[config.mk]
export PLATFORM = sky130hd
export DESIGN_NAME = clk_gen_downsampler
export DESIGN_NICKNAME = d
export VERILOG_FILES = /design/src/rtl/clk_gen_downsampler.sv
export SDC_FILE = /design/constraint.sdc
export NUM_CORES = 1
export LEC_CHECK = 0
export CAP_MARGIN = 30
export CELL_PAD_IN_SITES_DETAIL_PLACEMENT = 2
export CELL_PAD_IN_SITES_GLOBAL_PLACEMENT = 2
export CORE_UTILIZATION = 31
export CTS_CLUSTER_SIZE = 30
export DETAILED_ROUTE_END_ITERATION = 12
export MAX_ROUTING_LAYER = met4
export PLACE_DENSITY = 0.86
export SKIP_CTS_REPAIR_TIMING = 1
export SYNTH_ARGS = -nofsm -noshare
export SYNTH_HDL_FRONTEND = slang
export SYNTH_SLANG_ARGS = --single-unit
[constraint.sdc]
create_clock -name clk_i -period 1.9 [get_ports clk_i]
set_input_delay 0.57 -clock clk_i [delete_from_list [all_inputs] [get_ports clk_i]]
set_output_delay 0.57 -clock clk_i [all_outputs]
set_load 0.02 [all_outputs]
[src/rtl/clk_gen_downsampler.sv]
// clk_gen_downsampler: programmable 50%-duty divider for the ring-oscillator clock.
// The output period is 2*(div+1) clk_i cycles. A new divide value is taken
// through a valid/ready handshake. It is applied only at a period boundary,
// or at once while the output is parked low.
module clk_gen_downsampler #(
  parameter int width_p = 8
) (
  input  logic               clk_i,
  input  logic               reset_i,
  input  logic               en_i,
  input  logic [width_p-1:0] val_i,
  input  logic               val_v_i,
  output logic               val_ready_o,
  output logic               clk_r_o,
  output logic [width_p-1:0] div_o
);

  localparam logic [width_p-1:0] one_c = {{(width_p-1){1'b0}}, 1'b1};

  logic [width_p-1:0] ctr_r;
  logic [width_p-1:0] ctr_next;
  logic [width_p-1:0] div_r;
  logic [width_p-1:0] div_next;
  logic [width_p-1:0] pend_r;
  logic [width_p-1:0] pend_next;
  logic               pend_v_r;
  logic               pend_v_next;
  logic               clk_next;

  logic               tc;
  logic               running;
  logic               accept;

  // Terminal count ends a phase. A high phase always runs to completion,
  // even after en_i drops, so the output never produces a runt pulse.
  assign tc          = (ctr_r == '0);
  assign running     = en_i | clk_r_o;
  assign accept      = val_v_i & ~pend_v_r;
  assign val_ready_o = ~pend_v_r;
  assign div_o       = div_r;

  // State register. clk_r_o comes straight from this flop, so the output is glitch-free.
  always_ff @(posedge clk_i or posedge reset_i) begin
    if (reset_i) begin
      ctr_r    <= '0;
      div_r    <= '0;
      pend_r   <= '0;
      pend_v_r <= 1'b0;
      clk_r_o  <= 1'b0;
    end else begin
      ctr_r    <= ctr_next;
      div_r    <= div_next;
      pend_r   <= pend_next;
      pend_v_r <= pend_v_next;
      clk_r_o  <= clk_next;
    end
  end

  // Next-state logic. It handles counting, phase toggling, the boundary
  // reload and the handshake capture.
  always_comb begin
    ctr_next    = ctr_r;
    div_next    = div_r;
    pend_next   = pend_r;
    pend_v_next = pend_v_r;
    clk_next    = clk_r_o;

    if (running) begin
      if (!tc) begin
        ctr_next = ctr_r - one_c;
      end else if (!clk_r_o) begin
        // End of the low phase: start the high phase with the same divide.
        clk_next = 1'b1;
        ctr_next = div_r;
      end else begin
        // End of the high phase: this is the period boundary, where a pending value may be applied.
        clk_next = 1'b0;
        if (pend_v_r) begin
          div_next    = pend_r;
          ctr_next    = pend_r;
          pend_v_next = 1'b0;
        end else begin
          ctr_next = div_r;
        end
      end
    end else if (pend_v_r) begin
      // Parked low: no period is in progress, so a pending value applies at once.
      div_next    = pend_r;
      ctr_next    = pend_r;
      pend_v_next = 1'b0;
    end

    // Capture only happens while nothing is pending. It therefore never
    // collides with an apply in the same cycle.
    if (accept) begin
      pend_next   = val_i;
      pend_v_next = 1'b1;
    end
  end

endmodule
# Yosys cells after proc, flatten, opt, wreduce, memory -nomap -nowiden

Index checks and enable logic that the tools add are counted.

Bits in registers: 26
Input bits: 12
Logic and storage cells: 28

$add $sub $neg: 1
Equality and inequality tests: 3
Mux-type cells: 12
Bitwise logic cells: 3
Reduce and logical (&&, ||, !) cells: 4

Operators by type and width:

| kind                  | count |
|---|---|
| $mux W8               | 7 |
| $logic_not A8 Y1      | 1 |
| $sub A8 B1 Y8 const B | 1 |
| $ne A3 B2 Y1 const B  | 2 |
| $mux W1               | 5 |
| $reduce_and A2 Y1     | 2 |
| $ne A2 B2 Y1 const B  | 1 |
| $reduce_bool A2 Y1    | 1 |
| $and A1 B1 Y1         | 1 |
| $not A1 Y1            | 1 |
| $or A1 B1 Y1          | 1 |

# Logic depth before layout (Yosys ltp)

Gate-level depths: netlist (run 1).

Word-level depth: 4
Depth in mapped cells: 7

# Worst setup path before layout (run 1)

No wires, ideal clock.

Path type: flip-flop to flip-flop
From: register ctr_r[0]
To: register ctr_r[1]
Setup time: 0.083 ns
Arrival: 1.697 ns
Path slack: 0.120 ns
Stages on the path, launching flop included: 8
Period minus slack after synthesis: 1.780 ns
Path through: dfrtp_1 -> inv_1 -> ha_1 -> nor3b_1 -> and2_1 -> buf_4 -> mux2_2 -> o21ai_0

Longest elaborated chain between the ends: 3
Elaborated cells on any way between the ends: 4
Those cells by class: add/sub (1); mux (2); reduce/logical (1)

Ends and longest elaborated chain:

| what                                              | RTL line | RTL |
|---|---|---|
| start: declaration                                | 20       | `logic [width_p-1:0] ctr_r;` |
| start signal: assignment                          | 51       | `ctr_r <= ctr_next;` |
| $sub A8 B1 Y8 or $logic_not A8 Y1 (tied branches) | 70, 36   |  |
| $mux W8 (*)                                       | 69       | `if (!tc) begin` |
| $mux W8 (*)                                       | 68       | `if (running) begin` |

Every way passes the cells marked *; elsewhere a longest branch is shown, timed or not.
A chain may end at the register's enable or synchronous reset.

# Final worst setup path (run 1)

From: register div_r[0] (netlist: div_o[0])
To: output div_o[0]

RTL lines:

| what                     | RTL line | RTL |
|---|---|---|
| start: declaration       | 22       | `logic [width_p-1:0] div_r;` |
| start signal: assignment | 52       | `div_r <= div_next;` |
| end: declaration         | 15       | `output logic [width_p-1:0] div_o` |

No word-level cell between the ends.

==> results by group, run 1 <==
Route
  – Avg WL per Cell: 20.2 µm
  – Iter 0 DRT Violations: 47
  – DRT Wirelength: 4.43 mm
  – Vias per cell: 5.44
  – # DRC: 0
  – TritonRoute pass-1 iters: 4
  – ANT nets after route: 0
  – Via count: 1191

Power and ir drop
  – Power, Total: 3050 µW
  – Cell area power density: 1650 mW/mm²
  – LEAKAGE: 0.000789 µW
  – VDD IR max: 690 µV

Placed design
  – Setup WS pre-CTS: -244 ps
  – DP HPWL: 3.40 mm
  – Placed Area: 0.00178 mm²
  – Port Buffer Count: 21
  – RePlAce Congestion: 0.847

Floorplanning
  – Num rows: 24
  – Die ar.: 0.00487 mm²
  – Ports: 22
  – Die width: 69.8 µm
  – CORE AREA: 0.00438 mm²
  – Initial Util: 32.5%
  – Die height: 69.8 µm

CTS
  – CTS tree: done
  – Deepest clock path buffer count: 2
  – CTS sink cnt: 26
  – CTS root buf: clkbuf_8
  – Clk slew on worst S/H paths: 90 ps
  – Clock Latency Late Sink: 270 ps
  – CTS Buf Count: 3
  – H-tree depth: 1

STA
  – Hold Violations, Final: 0
  – Final worst slack: 40.7 ps
  – Worst Max-Slew Pin Slew: 345 ps
  – Worst Skew: 3.37 ps
  – Highest clock rate: 0.538 GHz
  – RSZ-0062 raised after global routing: false
  – Max transition margin: 77.0%
  – Count of final setup violators: 0
  – Fin crit share: 97.9%
  – Final setup TNS: 0 ps
  – Fin. max-slew vios: 0
  – Fin crit period: 1860 ps

Synthesis
  – Post-synth top area cell: dfrtp_1
  – Ys Warns: 0
  – Post-synth EDFFs: 0
  – Synth Cell Area: 0.00142 mm²
  – Syn Area/Cell: 10.6 µm²
  – Yosys reg bits: 26
  – Sequential fraction of the synthesis area: 45.7%
  – Post-Syn Instances: 134
  – Top-count cell post-synth: dfrtp_1
  – Post-synth ARST share: 100%
  – Most instantiated cells after synthesis: dfrtp_1 (26), mux2_2 (16), nand2_1 (10)
  – Post-synth cell types: 41
  – Dominant synthesized flop cell: dfrtp_1
  – Syn nets: 148
  – Top cells by area, synth: dfrtp_1 (46%), mux2_2 (13%), mux2i_1 (3.5%)
  – Synth top area share: 45.7%

Global routing
  – Grt total ovfl: 0
  – Vias in the first global route: 1343
  – First-pass GRT wire length: 7.38 mm
  – GR Util All Layers: 20.3%
  – Largest net degree at the start of global routing: 27
  – Initial antenna violation count: 0

Critical path
  – Critical Path Slowest Stage Cell: clkdlybuf4s50_1
  – Worst path top cell family by delay: buffers and inverters
  – CP Capture Type: output pin
  – Worst-path fanout max: 3
  – Critical path launch point type: register
  – WP buf/inv: 1
  – Critical Path RT: 1330 ps
  – Crit-path max cell delay: 630 ps
  – Setup CP Type: reg -> out
  – Worst path arrival time: 1290 ps
  – Critical Path, Cell by Cell: clkdlybuf4s50_1

Cells and area
  – Area grow syn2layout: 29.6%
  – Share of layout cells above drive strength 1: 27.5%
  – Final instance area: 0.00185 mm²
  – ANT cells: 0
  – Nets: 183
  – FILL cells: 467
  – Util after Layout: 42.1%

Min path
  – Type of the most critical hold path: reg -> reg

Run status
  – Outcome: completed

Run
  – Max-cap violations: 0
final cells by class:
| type | instances | area (µm²) | share of cell area (%) |
|---|---|---|---|
| Multi-Input combinational cell | 96 | 737 | 39.9 |
| Sequential cell | 26 | 651 | 35.3 |
| Timing Repair Buffer | 37 | 333 | 18.0 |
| Tap cell | 52 | 65.1 | 3.53 |
| Clock buffer | 3 | 41.3 | 2.24 |
| Inverter | 5 | 18.8 | 1.02 |
report_power, final:
group          leakage (µW)  internal, µW  switching [µW]
sequential         0.000307           832             315
combinational      0.000461           794             800
clock             0.0000216           142             169
logic make-up after synthesis:
family | after synthesis | synth area share (%)
AO/OA/AOI/OAI | 37 | 17.7
adder cells (fa/ha/maj) | 2 | 1.76
AND/OR/NAND/NOR | 34 | 14.0
multiplexers | 21 | 16.2
buffers and inverters | 12 | 3.52
XOR/XNOR | 2 | 1.23
flip-flops | 26 | 45.7
per-stage QoR:
step | hold WS [ps] | instances
finish | 534 | 219
global route | 555 | 219
CTS | 533 | 218
detailed placement | 527 | 215
global placement | 493 | 215
floorplan | 481 | 134
layer usage:
layer	vias to the layer above	global-route usage, %	share of wire [%]
li1	560	-	-
met1	612	25.6	45
met2	17	34.4	53
met3	2	1.89	1.5
met4	0	6.00	0.77
met5	-	-	0
worst paths after layout:
check | from | endpoint | slack, ps | depth (start not counted)
max | div_o[0]$_DFFE_PP0P_ | div_o[0] | 40 | 1
min | div_o[1]$_DFFE_PP0P_ | div_o[1]$_DFFE_PP0P_ | 530 | 1
max reg2reg | ctr_r[1]$_DFFE_PP0P_ | div_o[2]$_DFFE_PP0P_ | 90 | 7
min reg2reg | div_o[1]$_DFFE_PP0P_ | div_o[1]$_DFFE_PP0P_ | 530 | 1
max in group asynchronous | reset_i | ctr_r[3]$_DFFE_PP0P_ | 970 | 3
min in group asynchronous | reset_i | pend_r[3]$_DFFE_PP0P_ | 670 | 3
worst register-to-register path: stages (launching register included):
cell     delay [ps]
dfrtp_1         380
inv_1            80
ha_1            190
nor3b_1         140
buf_4           160
a31o_2          280
nand2_4         120
mux2_2          350
sequential cells by signal (all words and copies together) (netlist names):
signal    cells
clk_r_o       1
ctr_r         8
pend_v_r      1
pend_r        8
div_o         8
placed cells by master, fill, tap and decap left out, types with 3 or more instances in the layout:
master	instances
a21oi_1	6
inv_1	4
nand2_1	10
clkbuf_8	3
o2bb2ai_1	4
mux2_2	16
clkdlybuf4s50_1	20
mux2i_1	5
buf_4	16
o21bai_1	3
dfrtp_1	26
o21ai_0	7
nor2_1	6
Note: power is estimated with default switching activity, not from simulation.
==> run 2, diff against run 1 <==
--- a/config.mk
+++ b/config.mk
@@ -11,6 +11,7 @@
 export CORE_UTILIZATION = 31
 export CTS_CLUSTER_SIZE = 30
 export DETAILED_ROUTE_END_ITERATION = 12
+export GPL_TIMING_DRIVEN = 1
 export MAX_ROUTING_LAYER = met4
 export PLACE_DENSITY = 0.86
 export SKIP_CTS_REPAIR_TIMING = 1
==> results of run 2 <==
No change in the layout: final DEF, timing and power equal those of run 1.
==> run 3, diff against run 2 <==
==> constraint.sdc (replaced) <==
create_clock -name clk_i -period 1.5 [get_ports clk_i]
set_input_delay 0.45 -clock clk_i [delete_from_list [all_inputs] [get_ports clk_i]]
set_output_delay 0.45 -clock clk_i [all_outputs]
set_load 0.02 [all_outputs]
==> run 3 against run 2 <==
Net effect:
- the flow now finishes with violations (setup timing)
- register-to-register slack lost 350 ps
- non-clock buffer count up 17
- sequential share of layout area down 6.8 points
- final area grew 24%
- count of clock-buffer cells in the layout is the same
- worst hold slack lost 36 ps
- first-iteration DRC count up 17%
- global-route usage rose by 2.5 points
- critical path depth is 3 higher
- sequential power grew 29%
- combinational power grew 85%
- highest routed layer unchanged
==> results by group, run 3 (synthesized netlist as in run 1, its figures left out) <==
CTS
  – Clk slew on worst S/H paths: 100 ps
  – Deepest clock path buffer count: 2
  – CTS tree: done
  – CTS Buf Count: 3
  – H-tree depth: 1
  – CTS root buf: clkbuf_8
  – CTS sink cnt: 26
  – Clock Latency Late Sink: 290 ps

Placed design
  – Setup WS pre-CTS: -427 ps
  – DP HPWL: 3.64 mm
  – Port Buffer Count: 21
  – Placed Instances: 227
  – Placed Area: 0.00196 mm²
  – RePlAce Congestion: 0.799

Floorplanning
  – Num rows: 24
  – Die ar.: 0.00487 mm²
  – Ports: 22
  – CORE AREA: 0.00438 mm²
  – Die width: 69.8 µm
  – Initial Util: 32.5%
  – Die height: 69.8 µm

Critical path
  – Setup CP Type: reg -> reg
  – R2r worst-path depth: 4
  – R2r startpoint: ctr_r[1]$_DFFE_PP0P_
  – Critical Path Slowest Stage Cell: or4_4
  – Critical Path RT: 1680 ps
  – Crit-path most repeated cell: a211oi_1
  – Worst-path fanout max: 5
  – CP Capture Type: register
  – CP Capture Point: ctr_r[7]$_DFFE_PP0P_
  – R2R Setup Slk: -260 ps
  – Worst path arrival time: 1940 ps
  – RR Endpoint: ctr_r[7]$_DFFE_PP0P_
  – Crit-path max cell delay: 630 ps
  – Critical path launch point type: register
  – CP startpoint: ctr_r[1]$_DFFE_PP0P_
  – Critical Path, Cell by Cell: or4_4 -> o41ai_4 -> a211oi_1 -> a211oi_1

STA
  – RSZ-0062 raised after global routing: true
  – Fin. max-slew vios: 0
  – Highest clock rate: 0.567 GHz
  – Fin crit period: 1760 ps
  – Hold Violations, Final: 0
  – Fin crit share: 118%
  – WHS: 498 ps
  – Count of final setup violators: 18
  – Worst Skew: 2.62 ps
  – Worst Max-Slew Pin Slew: 370 ps
  – Max transition margin: 74.6%
  – Final worst slack: -263 ps

Global routing
  – Vias in the first global route: 1492
  – Grt total ovfl: 0
  – Largest net degree at the start of global routing: 27
  – First-pass GRT wire length: 8.29 mm
  – Initial antenna violation count: 0
  – GR Util All Layers: 22.8%

Cells and area
  – Commonest non-fill, non-tap cells in the layout: buf_4 (24), dfrtp_1 (23), mux2_2 (13)
  – Area grow syn2layout: 61.2%
  – Final instance area: 0.00230 mm²
  – Finished Layout Cells: 237
  – ANT cells: 0
  – Share of layout cells above drive strength 1: 49.2%
  – Nets: 200
  – Commonest non-fill, non-tap cell in the layout: buf_4

Route
  – Avg WL per Cell: 24.1 µm
  – Iter 0 DRT Violations: 55
  – Via count: 1297
  – Vias per cell: 5.47
  – DRT Wirelength: 5.72 mm
  – ANT nets after route: 0
  – # DRC: 0
  – TritonRoute pass-1 iters: 4

Power and ir drop
  – VDD IR max: 1040 µV
  – Power, Total: 5040 µW
  – LEAKAGE: 0.00107 µW
  – Cell area power density: 2190 mW/mm²

Run status
  – Violations in the final reports: setup timing
  – Outcome: finished, violations left

Min path
  – Type of the most critical hold path: in -> async

Run
  – Max-cap violations: 0
-- run 3: area by class of cell --
class,count,area (µm²)
multi-input cells,96,946
fillers,420,2090
flip-flops and latches,26,654
repair buffers,54,541
clock buffers,3,41.3
inverters,5,18.8
well taps,52,65.1
clock inverters,1,30.0
-- run 3: per-stage QoR --
step | setup TNS, ps | util (%)
final | -2970 | 52.4
after CTS | -6390 | 46.3
after global placement | -5380 | 44.7
after detailed placement | -7350 | 44.7
after global routing | -4180 | 52.4
after floorplan | -75.5 | -
-- run 3: per-layer routing --
layer / up-vias / track usage [%] / part of all wire (%)
li1: 591 / - / -
met1: 663 / 25.5 / 42
met2: 32 / 42.3 / 53
met3: 11 / 2.33 / 2.9
met4: 0 / 6.67 / 2.3
met5: - / - / 0
-- run 3: power breakdown --
part,switching [µW],internal (µW),total [µW]
clock network,256,358,615
registers,418,1060,1480
logic,1490,1450,2940
total,2160,2870,5040
-- run 3: worst max-delay path, delay by kind of cell (launching register included) --
family	cells	cell delay, ps
compound gates	3	610
simple gates	1	630
flops	1	420
-- run 3: worst min path at each step --
stage / endpoint / cells after the start / slack (ps)
after floorplan: div_o[7]$_DFFE_PP0P_ / 1 / 480
after global placement: div_o[7]$_DFFE_PP0P_ / 1 / 490
after detailed placement: div_o[7]$_DFFE_PP0P_ / 1 / 510
after CTS: pend_r[1]$_DFFE_PP0P_ / 3 / 520
after global routing: div_o[6]$_DFFE_PP0P_ / 3 / 530
final: pend_r[0]$_DFFE_PP0P_ / 3 / 500
